File: src/rtl/uart_pkg.sv
// Shared types and constants for the 8N1 UART receive path.
package uart_pkg;

    typedef enum logic [1:0] {
        IDLE  = 2'd0,
        START = 2'd1,
        DATA  = 2'd2,
        STOP  = 2'd3
    } uart_rx_state_t;

    localparam int UART_DATA_BITS               = 8;
    localparam int UART_CLKS_PER_BIT_10M_115200 = 87;

endpackage

File: src/rtl/uart_rx_8n1_if.sv
// Byte stream from the UART receiver: valid/ready handshake plus error pulses.
interface uart_rx_8n1_if;
    import uart_pkg::*;

    logic [UART_DATA_BITS-1:0] data;
    logic                      valid;
    logic                      ready;
    logic                      frame_err;
    logic                      overrun;

    modport master (output data, valid, frame_err, overrun, input ready);
    modport slave  (input data, valid, frame_err, overrun, output ready);
endinterface

File: src/rtl/sync_2ff.sv
// Generic two-flop synchronizer for asynchronous inputs, reset value selectable.
module sync_2ff #(
    parameter int               WIDTH     = 1,
    parameter logic [WIDTH-1:0] RESET_VAL = '0
) (
    input  logic             clk_i,
    input  logic             rst_ni,
    input  logic [WIDTH-1:0] d_i,
    output logic [WIDTH-1:0] q_o
);
    logic [WIDTH-1:0] meta_q;
    logic [WIDTH-1:0] sync_q;

    always_ff @(posedge clk_i or negedge rst_ni) begin
        if (!rst_ni) begin
            meta_q <= RESET_VAL;
            sync_q <= RESET_VAL;
        end else begin
            meta_q <= d_i;
            sync_q <= meta_q;
        end
    end

    assign q_o = sync_q;
endmodule

File: src/rtl/uart_rx_8n1.sv
// 8N1 UART receiver with a one-deep holding register on a valid/ready byte port.
// Optional feature: define UART_RX_MAJORITY_EN for 2-of-3 majority bit sampling.
module uart_rx_8n1
    import uart_pkg::*;
#(
    parameter int CLKS_PER_BIT = UART_CLKS_PER_BIT_10M_115200
) (
    input  logic          clock,
    input  logic          reset_n,
    input  logic          rx,
    uart_rx_8n1_if.master bus
);
    localparam int CNT_W = $clog2(CLKS_PER_BIT);
    localparam int BIT_W = $clog2(UART_DATA_BITS);
`ifdef UART_RX_MAJORITY_EN
    localparam int SAMPLE_LAG = 1;
`else
    localparam int SAMPLE_LAG = 0;
`endif
    // Only the start bit carries the majority lag; later bits stay a full period apart.
    localparam logic [CNT_W-1:0] START_LAST = CNT_W'(CLKS_PER_BIT / 2 - 1 + SAMPLE_LAG);
    localparam logic [CNT_W-1:0] BIT_LAST   = CNT_W'(CLKS_PER_BIT - 1);
    localparam logic [BIT_W-1:0] LAST_BIT   = BIT_W'(UART_DATA_BITS - 1);

    logic rx_s, rx_prev, bit_sample;

    sync_2ff #(.WIDTH(1), .RESET_VAL(1'b1)) u_sync (
        .clk_i  (clock),
        .rst_ni (reset_n),
        .d_i    (rx),
        .q_o    (rx_s)
    );

`ifdef UART_RX_MAJORITY_EN
    logic [1:0] hist_q;
    always_ff @(posedge clock or negedge reset_n) begin
        if (!reset_n) hist_q <= 2'b11;
        else          hist_q <= {hist_q[0], rx_s};
    end
    assign rx_prev    = hist_q[0];
    assign bit_sample = (rx_s & hist_q[0]) | (rx_s & hist_q[1]) | (hist_q[0] & hist_q[1]);
`else
    logic hist_q;
    always_ff @(posedge clock or negedge reset_n) begin
        if (!reset_n) hist_q <= 1'b1;
        else          hist_q <= rx_s;
    end
    assign rx_prev    = hist_q;
    assign bit_sample = rx_s;
`endif

    uart_rx_state_t            state_q, state_d;
    logic [CNT_W-1:0]          cnt_q, cnt_d;
    logic [BIT_W-1:0]          bit_q, bit_d;
    logic [UART_DATA_BITS-1:0] shift_q, shift_d;
    logic                      stop_ok_q, stop_ok_d;
    logic                      stop_bad_q, stop_bad_d;
    logic [UART_DATA_BITS-1:0] data_q, data_d;
    logic                      valid_q, valid_d;
    logic                      frame_err_q, frame_err_d;
    logic                      overrun_q, overrun_d;

    always_ff @(posedge clock or negedge reset_n) begin
        if (!reset_n) begin
            state_q     <= IDLE;
            cnt_q       <= '0;
            bit_q       <= '0;
            shift_q     <= '0;
            stop_ok_q   <= 1'b0;
            stop_bad_q  <= 1'b0;
            data_q      <= '0;
            valid_q     <= 1'b0;
            frame_err_q <= 1'b0;
            overrun_q   <= 1'b0;
        end else begin
            state_q     <= state_d;
            cnt_q       <= cnt_d;
            bit_q       <= bit_d;
            shift_q     <= shift_d;
            stop_ok_q   <= stop_ok_d;
            stop_bad_q  <= stop_bad_d;
            data_q      <= data_d;
            valid_q     <= valid_d;
            frame_err_q <= frame_err_d;
            overrun_q   <= overrun_d;
        end
    end

    always_comb begin
        state_d    = state_q;
        cnt_d      = cnt_q + CNT_W'(1);
        bit_d      = bit_q;
        shift_d    = shift_q;
        stop_ok_d  = 1'b0;
        stop_bad_d = 1'b0;
        case (state_q)
            IDLE: begin
                cnt_d = '0;
                if (rx_prev && !rx_s) state_d = START;
            end
            START: begin
                if (cnt_q == START_LAST) begin
                    cnt_d   = '0;
                    bit_d   = '0;
                    state_d = bit_sample ? IDLE : DATA;
                end
            end
            DATA: begin
                if (cnt_q == BIT_LAST) begin
                    cnt_d   = '0;
                    shift_d = {bit_sample, shift_q[UART_DATA_BITS-1:1]};
                    bit_d   = bit_q + BIT_W'(1);
                    if (bit_q == LAST_BIT) state_d = STOP;
                end
            end
            STOP: begin
                // Leave at mid-stop so the next start edge is never missed.
                if (cnt_q == BIT_LAST) begin
                    cnt_d      = '0;
                    state_d    = IDLE;
                    stop_ok_d  = bit_sample;
                    stop_bad_d = !bit_sample;
                end
            end
            default: state_d = IDLE;
        endcase
    end

    always_comb begin
        data_d      = data_q;
        valid_d     = valid_q;
        frame_err_d = stop_bad_q;
        overrun_d   = 1'b0;
        if (stop_ok_q) begin
            if (!valid_q || bus.ready) begin
                data_d  = shift_q;
                valid_d = 1'b1;
            end else begin
                overrun_d = 1'b1;
            end
        end else if (valid_q && bus.ready) begin
            valid_d = 1'b0;
        end
    end

    assign bus.data      = data_q;
    assign bus.valid     = valid_q;
    assign bus.frame_err = frame_err_q;
    assign bus.overrun   = overrun_q;
endmodule

File: src/flat_wrapper.sv
// flat-port wrapper written by rule: the top's interface ports become plain ports
module uart_rx_8n1_flat import uart_pkg::*;
#(
    parameter int CLKS_PER_BIT = UART_CLKS_PER_BIT_10M_115200
)
  (clock, reset_n, rx, bus_data, bus_valid, bus_frame_err, bus_overrun, bus_ready);
  uart_rx_8n1_if bus_i ();
  input  logic clock;
  input  logic reset_n;
  input  logic rx;
  output wire logic [$bits(bus_i.data)-1:0] bus_data;
  output wire logic [$bits(bus_i.valid)-1:0] bus_valid;
  output wire logic [$bits(bus_i.frame_err)-1:0] bus_frame_err;
  output wire logic [$bits(bus_i.overrun)-1:0] bus_overrun;
  input wire logic [$bits(bus_i.ready)-1:0] bus_ready;
  assign bus_data = bus_i.data;
  assign bus_valid = bus_i.valid;
  assign bus_frame_err = bus_i.frame_err;
  assign bus_overrun = bus_i.overrun;
  assign bus_i.ready = bus_ready;
  uart_rx_8n1 #(.CLKS_PER_BIT(CLKS_PER_BIT)) u_core (.clock(clock), .reset_n(reset_n), .rx(rx), .bus(bus_i));
endmodule
File: config.mk
export PLATFORM = sky130hd
export DESIGN_NAME = uart_rx_8n1_flat
export DESIGN_NICKNAME = d
export VERILOG_FILES = /design/src/rtl/uart_pkg.sv /design/src/rtl/uart_rx_8n1_if.sv /design/src/rtl/sync_2ff.sv /design/src/rtl/uart_rx_8n1.sv /design/src/flat_wrapper.sv
export SDC_FILE = /design/constraint.sdc
export NUM_CORES = 1
export LEC_CHECK = 0
export BUFFER_PORTS_ARGS = -buffer_cell sky130_fd_sc_hd__buf_2
export CAP_MARGIN = 25
export CORE_ASPECT_RATIO = 2
export CORE_MARGIN = 5
export CORE_UTILIZATION = 57
export CTS_CLUSTER_DIAMETER = 150
export DETAILED_ROUTE_END_ITERATION = 10
export PLACE_DENSITY = 0.77
export REMOVE_ABC_BUFFERS = 1
export SYNTH_ARGS = -nofsm -noshare
export SYNTH_HDL_FRONTEND = slang
export SYNTH_HIERARCHICAL = 1
export SYNTH_SLANG_ARGS = --single-unit
File: constraint.sdc
create_clock -name clock -period 1.9 [get_ports clock]
set_input_delay 0 -clock clock [delete_from_list [all_inputs] [get_ports clock]]
set_output_delay 0 -clock clock [all_outputs]
set_load 0.005 [all_outputs]
---- After elaboration in Yosys (flattened, before gate mapping) ----
Index checks and enable logic that the tools add are counted.
storage, ports and cells
  register bits after elaboration ......... 36
  output and inout port bits .............. 11
  word-level logic and storage cells ...... 63
operators by class
  add/subtract/negate cells ............... 2
  equality and inequality tests ........... 12
  mux-type cells .......................... 22
  reductions and logical operators ........ 14
operators by type and width
  kind                                                             count
  7-bit one-hot mux with 3 select lines                            1
  7-bit two-way mux                                                2
  2-bit two-way mux                                                6
  2-bit by 1-bit != test with 1-bit output, second input constant  5
  1-bit two-way mux                                                9
  2-bit one-hot mux with 4 select lines                            1
  7-bit by 1-bit adder with 7-bit output, second input constant    1
  7-bit by 6-bit == test with 1-bit output, second input constant  1
  7-bit == test, second input constant                             1
  3-bit two-way mux                                                2
  3-bit one-hot mux with 2 select lines                            1
  2-bit AND reduction                                              3
  5-bit AND reduction                                              1
  2-bit == test, second input constant                             2
  2-bit nonzero test                                               2
  3-bit by 1-bit adder with 3-bit output, second input constant    1
  3-bit == test, second input constant                             1
  3-bit AND reduction                                              1
  2-bit by 1-bit == test with 1-bit output, second input constant  1
  1-bit logical AND                                                2
  1-bit zero test                                                  2
  2-bit zero test                                                  1
  2-bit != test, second input constant                             1
  2-bit OR reduction                                               1
  1-bit logical OR                                                 1

---- Longest topological paths before layout ----
Gate-level depths: netlist of the first run.
  word-level depth ........................ 4
  mapped depth ............................ 5
  gate-level depth less buffers ........... 5

---- Modules after synthesis ----
Netlist of the first run, hierarchy kept.
modules (own cells, without submodules)
  module       times used  cells each  area an instance (um^2)  sequential area each (um^2)
  uart_rx_8n1  1           114         1475.2                   852.1
  sync_2ff     1           2           52.6                     52.6

---- Worst setup path after synthesis of the first run ----
No wires, ideal clock.
  kind .................................... reg-to-reg
  start ................................... register u_core.cnt_q[0]
  end ..................................... register u_core.shift_q[0]
  setup time .............................. 0.125 ns
  data arrival time ....................... 1.603 ns
  data required time ...................... 1.775 ns
  slack ................................... 0.173 ns
  cell stages (with the launch flop) ...... 6
  buffers on the path ..................... 0
  clock period less this slack ............ 1.727 ns
  cells stage by stage .................... dfrtp_1 inv_1 ha_1 nand2_1 nor4_4 mux2_2
between the ends
  longest elaborated chain between the ends .. 2
ends and longest elaborated chain
  element                               line                text
  start: declaration                    uart_rx_8n1.sv:53   logic [CNT_W-1:0] cnt_q, cnt_d;
  start signal: assignment              uart_rx_8n1.sv:77   cnt_q <= cnt_d;
  7-bit == test                         uart_rx_8n1.sv:109  if (cnt_q == BIT_LAST) begin
  2-bit AND reduction (no source line)  n/a
  end signal: assignment                uart_rx_8n1.sv:79   shift_q <= shift_d;
  end: declaration                      uart_rx_8n1.sv:55   logic [UART_DATA_BITS-1:0] shift_q, shift_d;
No other way between the ends.
A chain may end at the register's enable or synchronous reset.

---- Worst setup path in the final report of the first run ----
  start ................................... register u_core.cnt_q[0]
  end ..................................... register u_core.shift_q[4]
Same word-level chain as after synthesis.

==> results.toml, run 1 <==
[outcome]
status = "completed"

[die]
num_rows = 26
die_w_um = 46.6
pin_count = 15
start_util_pct = 59.4
die_h_um = 83.2
die_area_sq_mm = 0.00388
core_area_sq_mm = 0.00257

[critical_path]
crit_arrival_ns = 1.92
crit_type = "register to register"
cp.required_ns = 2.07
critPathLaunchType = "register"
crit_path_end_kind = "register"
crit_fanout = 10
reg2reg_slack_ns = 0.15

[route]
num_vias = 997
drt_iter0_drc = 23
remaining_drc_errors = 0
firstDrtPassIters = 4
totalWireLength_um = 2840
avgViaCountPerCell = 5.83
drt-wirelength-per-cell_um = 16.6
final_antenna_net_count = 0

[yosys]
yosysMostFrequentCell = "dfrtp_1"
ys.flop_type = "dfrtp_1"
synth-edff-count = 0
synthArstFlopShare_pct = 100
ys_ff_latch = 36
synth_area_leaders = "dfrtp_1, mux2_2, dfstp_2, ha_1, a21oi_1"
synth_commonest_cells = "dfrtp_1, mux2_2, a21oi_1"
avgSynthCellArea_sq_um = 13.2
yosys_warnings = 6
ys_seq_area_share_pct = 59.2
syn_inst = 116
syn-cell-area_sq_mm = 0.00153
ys_types = 34
netlist.area_leader.share_pct = 54.1
synth_area_leader_cell = "dfrtp_1"

[cts]
cts_max_path_buffers = 2
clock-sinks = 36
cts_setup_buffers = 0
clk_latency_ns = 0.29
cts_tree = "built"
root_buffer = "clkbuf_8"
htreeDepth = 2
clk_pin_slew_ns = 0.07
cts_made_buffers = 5

[timing]
hold_viol = 0
max_freq_mhz = 572
fin_setup_tns_ns = 0
period_share_pct = 91.9
timing.slew.headroom_pct = 50.0
setup_viol = 0
slew_viol_final = 0
rsz0062_at_grt = "no"
tightest_slew_ns = 0.750
finClkSkew_ns = 0.0106
min_period_ns = 1.75

[grt]
antenna_found_initial = 0
grt_use_total_pct = 17.4
grt.overflow.total = 0
grt_max_degree = 37
grt_first_pass_wirelength_um = 4800
grt_pass1_vias = 1056

[layout]
seq_area_sq_um = 905
multi_input_area_sq_um = 597
fin_nets = 150
syn2layout_area_growth_pct = 17.4
insertedDiodeCount = 0
nFillCells = 195
fin_util_pct = 69.8
drive_gt1_share_pct = 34.3

[placed_design]
gp_congestion = 0.762
dp_hpwl_um = 2160
place.port_buffers = 14

[power]
vdd_drop_max_v = 0.000794
p_leak_nw = 0.888
pwr_density_cell_mw_per_mm2 = 1000

[job]
drv_cap = 0

[worst_hold_path]
hp-class = "input pin to async pin"
## cell type report
type	instances	area share, %
inverter	6	1.26
sequential	36	50.5
clock buffer	5	3.84
multi-input combinational	73	33.3
timing repair buffer	20	6.84
clock inverter	3	2.37
tap	28	1.95
## registers in the layout, summed over array words and instances, names as in the netlist, named ones only
| register | count |
|---|---|
| u_core/bit_q | 3 |
| u_core/bus.data | 8 |
| u_core/bus.frame_err | 1 |
| u_core/bus.overrun | 1 |
| u_core/bus.valid | 1 |
| u_core/cnt_q | 7 |
| u_core/frame_err_d | 1 |
| u_core/hist_q | 1 |
| u_core/shift_q | 8 |
| u_core/state_q | 1 |
| u_core/stop_ok_q | 1 |
| u_core/u_sync/meta_q | 1 |
| u_core/u_sync/q_o | 1 |
## power by group
part	internal, mW	switching (mW)	total, mW
registers	0.827	0.0846	0.911
logic	0.102	0.121	0.224
clock network	0.388	0.271	0.659
## layout by cell type (no fill, tap or decap)
cell type and n:
dlygate4sd3_1 3, nand3_1 5, inv_1 5, a22oi_1 2, bufinv_16 1, nand2b_1 1
a21o_1 1, buf_2 14, mux2_2 16, nor4b_1 2, nor3_1 2, or3_1 2
nand4bb_1 1, clkbuf_8 5, o311ai_2 1, ha_1 4, o21ai_0 5, inv_2 1
clkinv_2 1, and2_1 1, a21oi_1 8, o211ai_1 1, buf_4 3, a31oi_1 1
o21ai_1 1, clkinvlp_4 1, dfrtp_1 33, nand4bb_2 1, and4bb_2 1, nand2_1 5
nand3b_1 1, xor2_1 2, nor4_1 1, nor4_4 1, and3b_1 2, dfstp_2 3
nor2_1 1, a211oi_1 1, xnor2_1 1, a221oi_1 2
## worst paths after layout
| check | to | cells past startpoint | startpoint |
|---|---|---|---|
| max | u_core/shift_q[4] | 6 | u_core/cnt_q[0] |
| min | u_core/bus.valid | 2 | reset_n |
| max reg2reg | u_core/shift_q[4] | 6 | u_core/cnt_q[0] |
| min reg2reg | u_core/u_sync/q_o | 0 | u_core/u_sync/meta_q |
| max in group asynchronous | u_core/shift_q[0] | 2 | reset_n |
| min in group clock | u_core/u_sync/q_o | 0 | u_core/u_sync/meta_q |
## metal layers
| metal | track usage [%] | wire [um] | vias to the layer above |
|---|---|---|---|
| li1 | - | - | 476 |
| met1 | 18.2 | 1000 | 497 |
| met2 | 29.6 | 1660 | 18 |
| met3 | 3.25 | 93 | 6 |
| met4 | 10.6 | 85 | 0 |
| met5 | 0 | 0 | - |
## critical path: stages (launching register included)
cell     delay, ns
dfrtp_1       0.42
inv_1         0.07
ha_1          0.21
nand2_1       0.14
nor4_4        0.22
buf_4         0.22
mux2_2        0.35
## kinds of logic (layout without fill, tap and decap cells)
logic type	Yosys count	in the layout	synth area share [%]
adder cells (fa/ha/maj)	4	4	3.28
flip-flops	36	36	59.2
AO/OA/AOI/OAI	23	23	9.66
multiplexers	16	16	11.8
AND/OR/NAND/NOR	27	27	12.6
XOR/XNOR	3	3	1.72
buffers and inverters	7	34	1.72
## through the flow
| stage | setup WS (ns) | total power [mW] | hold slack, ns | instance area, sq um | std cells |
|---|---|---|---|---|---|
| floorplan | 0.173 | 1.07 | -0.296 | 1520 | 115 |
| global placement | 0.238 | 1.13 | 0.101 | 1650 | 160 |
| detailed placement | 0.166 | 1.15 | 0.107 | 1650 | 160 |
| CTS | 0.157 | 1.81 | 0.341 | 1790 | 171 |
| global route | 0.0772 | 1.89 | 0.365 | 1790 | 171 |
| finish | 0.153 | 1.79 | 0.313 | 1790 | 171 |
## repair_timing
item	CTS	global route
endpoints found under the hold margin	35	0
hold buffers	3	0
gates resized for setup	0	0
endpoints found under the setup margin	0	0
No activity file was read; power rests on OpenSTA's default activity.
==> inputs of run 2 (changes only) <==
CORE_MARGIN = not set   (was 5)
==> run 2 against run 1 <==
Register-to-register slack barely moved. Non-clock buffer count down 1. Setup slack got worse by 0.012 ns. Hold slack lost 0.30 ns. Global-route usage rose by 4.8 points. Final cell count fell by 0.58%. Maximum frequency shrank 0.69%. First-iteration DRC count down 4.3%. Critical path depth unchanged. Clock skew is 0.0065 ns lower. Utilization is 0.35 points higher. Critical endpoint is now u_core/shift_q[0]. Largest power group unchanged.
==> results.toml, run 2 (synthesis results as in run 1) <==
[outcome]
status = "completed"

[die]
start_util_pct = 60.2
die_w_um = 38.6
core_area_sq_mm = 0.00254
die_area_sq_mm = 0.00290
pin_count = 15
die_h_um = 75.2
num_rows = 26

[layout]
instances_no_fill = 170
final_cell_mix = "dfrtp_1, mux2_2, buf_2, a21oi_1"
nFillCells = 188
final_common_cell = "dfrtp_1"
drive_gt1_share_pct = 33.8
final_cell_area_sq_mm = 0.00178
fin_nets = 149
syn2layout_area_growth_pct = 16.5
insertedDiodeCount = 0

[route]
firstDrtPassIters = 4
drt-wirelength-per-cell_um = 16.1
num_vias = 1009
totalWireLength_um = 2740
final_antenna_net_count = 0
avgViaCountPerCell = 5.94
remaining_drc_errors = 0
drt_iter0_drc = 22

[cts]
cts_max_path_buffers = 2
root_buffer = "clkbuf_8"
clk_pin_slew_ns = 0.07
clk_latency_ns = 0.28
clock-sinks = 36
cts_made_buffers = 5
cts_setup_buffers = 0
cts_tree = "built"
htreeDepth = 2

[placed_design]
dpl_cell_area_sq_mm = 0.00165
dp_slack_ns = 0.158
gp_congestion = 0.836
placedCellCount = 160
dp_hpwl_um = 1970
place.port_buffers = 14

[timing]
tightest_slew_ns = 0.765
worst_hold_slack_ns = 0.0154
period_share_pct = 92.6
fin_setup_tns_ns = 0
setup_viol = 0
rsz0062_at_grt = "no"
min_period_ns = 1.76
timing.final.ws_setup_ns = 0.141
timing.slew.headroom_pct = 49.0
slew_viol_final = 0
max_freq_mhz = 568
finClkSkew_ns = 0.00412
hold_viol = 0

[grt]
grt.busiest_layer = "met2"
grt_max_degree = 37
grt_pass1_vias = 994
grt_use_total_pct = 22.2
grt_first_pass_wirelength_um = 4350
antenna_found_initial = 0
grt_use_met3_pct = 6.19
use_met2_pct = 38.7
grt.overflow.total = 0
use_met1_pct = 22.0

[worst_hold_path]
hp-class = "input pin to register"

[power]
p_leak_nw = 0.885
vdd_drop_max_v = 0.000796
pwr_density_cell_mw_per_mm2 = 998

[critical_path]
crit_fanout = 10
crit_path_end_kind = "register"
crit_type = "register to register"
crit_arrival_ns = 1.93
critPathLaunchType = "register"
cp.required_ns = 2.07

[job]
drv_cap = 0
==> run 2: where the power goes <==
part | total [mW] | switching [mW] | internal [mW]
registers | 0.913 | 0.0860 | 0.827
clock network | 0.646 | 0.257 | 0.389
logic | 0.217 | 0.117 | 0.100
total | 1.78 | 0.460 | 1.32
==> run 2: per-stage QoR <==
step                      power, mW  util, %
after detailed placement       1.14     65.1
after CTS                      1.80     70.1
final                          1.78     70.1
after global placement         1.13     65.1
after floorplan                1.07        -
after global routing           1.87     70.1
==> run 2: layout make-up <==
| cell class | instances | area, sq um | share of cell area, % |
|---|---|---|---|
| sequential | 36 | 905 | 50.8 |
| multi-input combinational | 73 | 597 | 33.5 |
| timing repair buffer | 19 | 113 | 6.33 |
| clock buffer | 6 | 72.6 | 4.08 |
| clock inverter | 2 | 35.0 | 1.97 |
| tap | 28 | 35.0 | 1.97 |
| inverter | 6 | 22.5 | 1.27 |
==> run 2: path summary, 6_finish.rpt <==
| kind | slack [ns] | depth (start not counted) | start | to |
|---|---|---|---|---|
| setup / recovery | 0.14 | 6 | u_core/cnt_q[0] | u_core/shift_q[0] |
| hold / removal | 0.02 | 3 | bus_ready | u_core/bus.overrun |
| setup reg to reg | 0.14 | 6 | u_core/cnt_q[0] | u_core/shift_q[0] |
| hold reg to reg | 0.35 | 0 | u_core/frame_err_d | u_core/bus.frame_err |
| max in group asynchronous | 1.09 | 2 | reset_n | u_core/bit_q[2] |
| min in group asynchronous | 0.32 | 2 | reset_n | u_core/bus.frame_err |
==> run 2: routing by layer <==
layer,up-vias,share of wire [%]
li1,476,-
met1,495,37
met2,27,56
met3,11,3.7
met4,0,3.0
met5,-,0
==> run 2: repair_timing <==
item	4_1_cts	5_1_grt
hold buffers	2	0
gates resized for setup	0	0
endpoints found under the hold margin	34	0
==> run 2: worst max-delay path, cell delays in order (launching register included) <==
cell and delay (ns):
dfrtp_1 0.42, inv_1 0.07, ha_1 0.22, nand2_1 0.14, nor4_4 0.22, buf_4 0.22, mux2_2 0.35
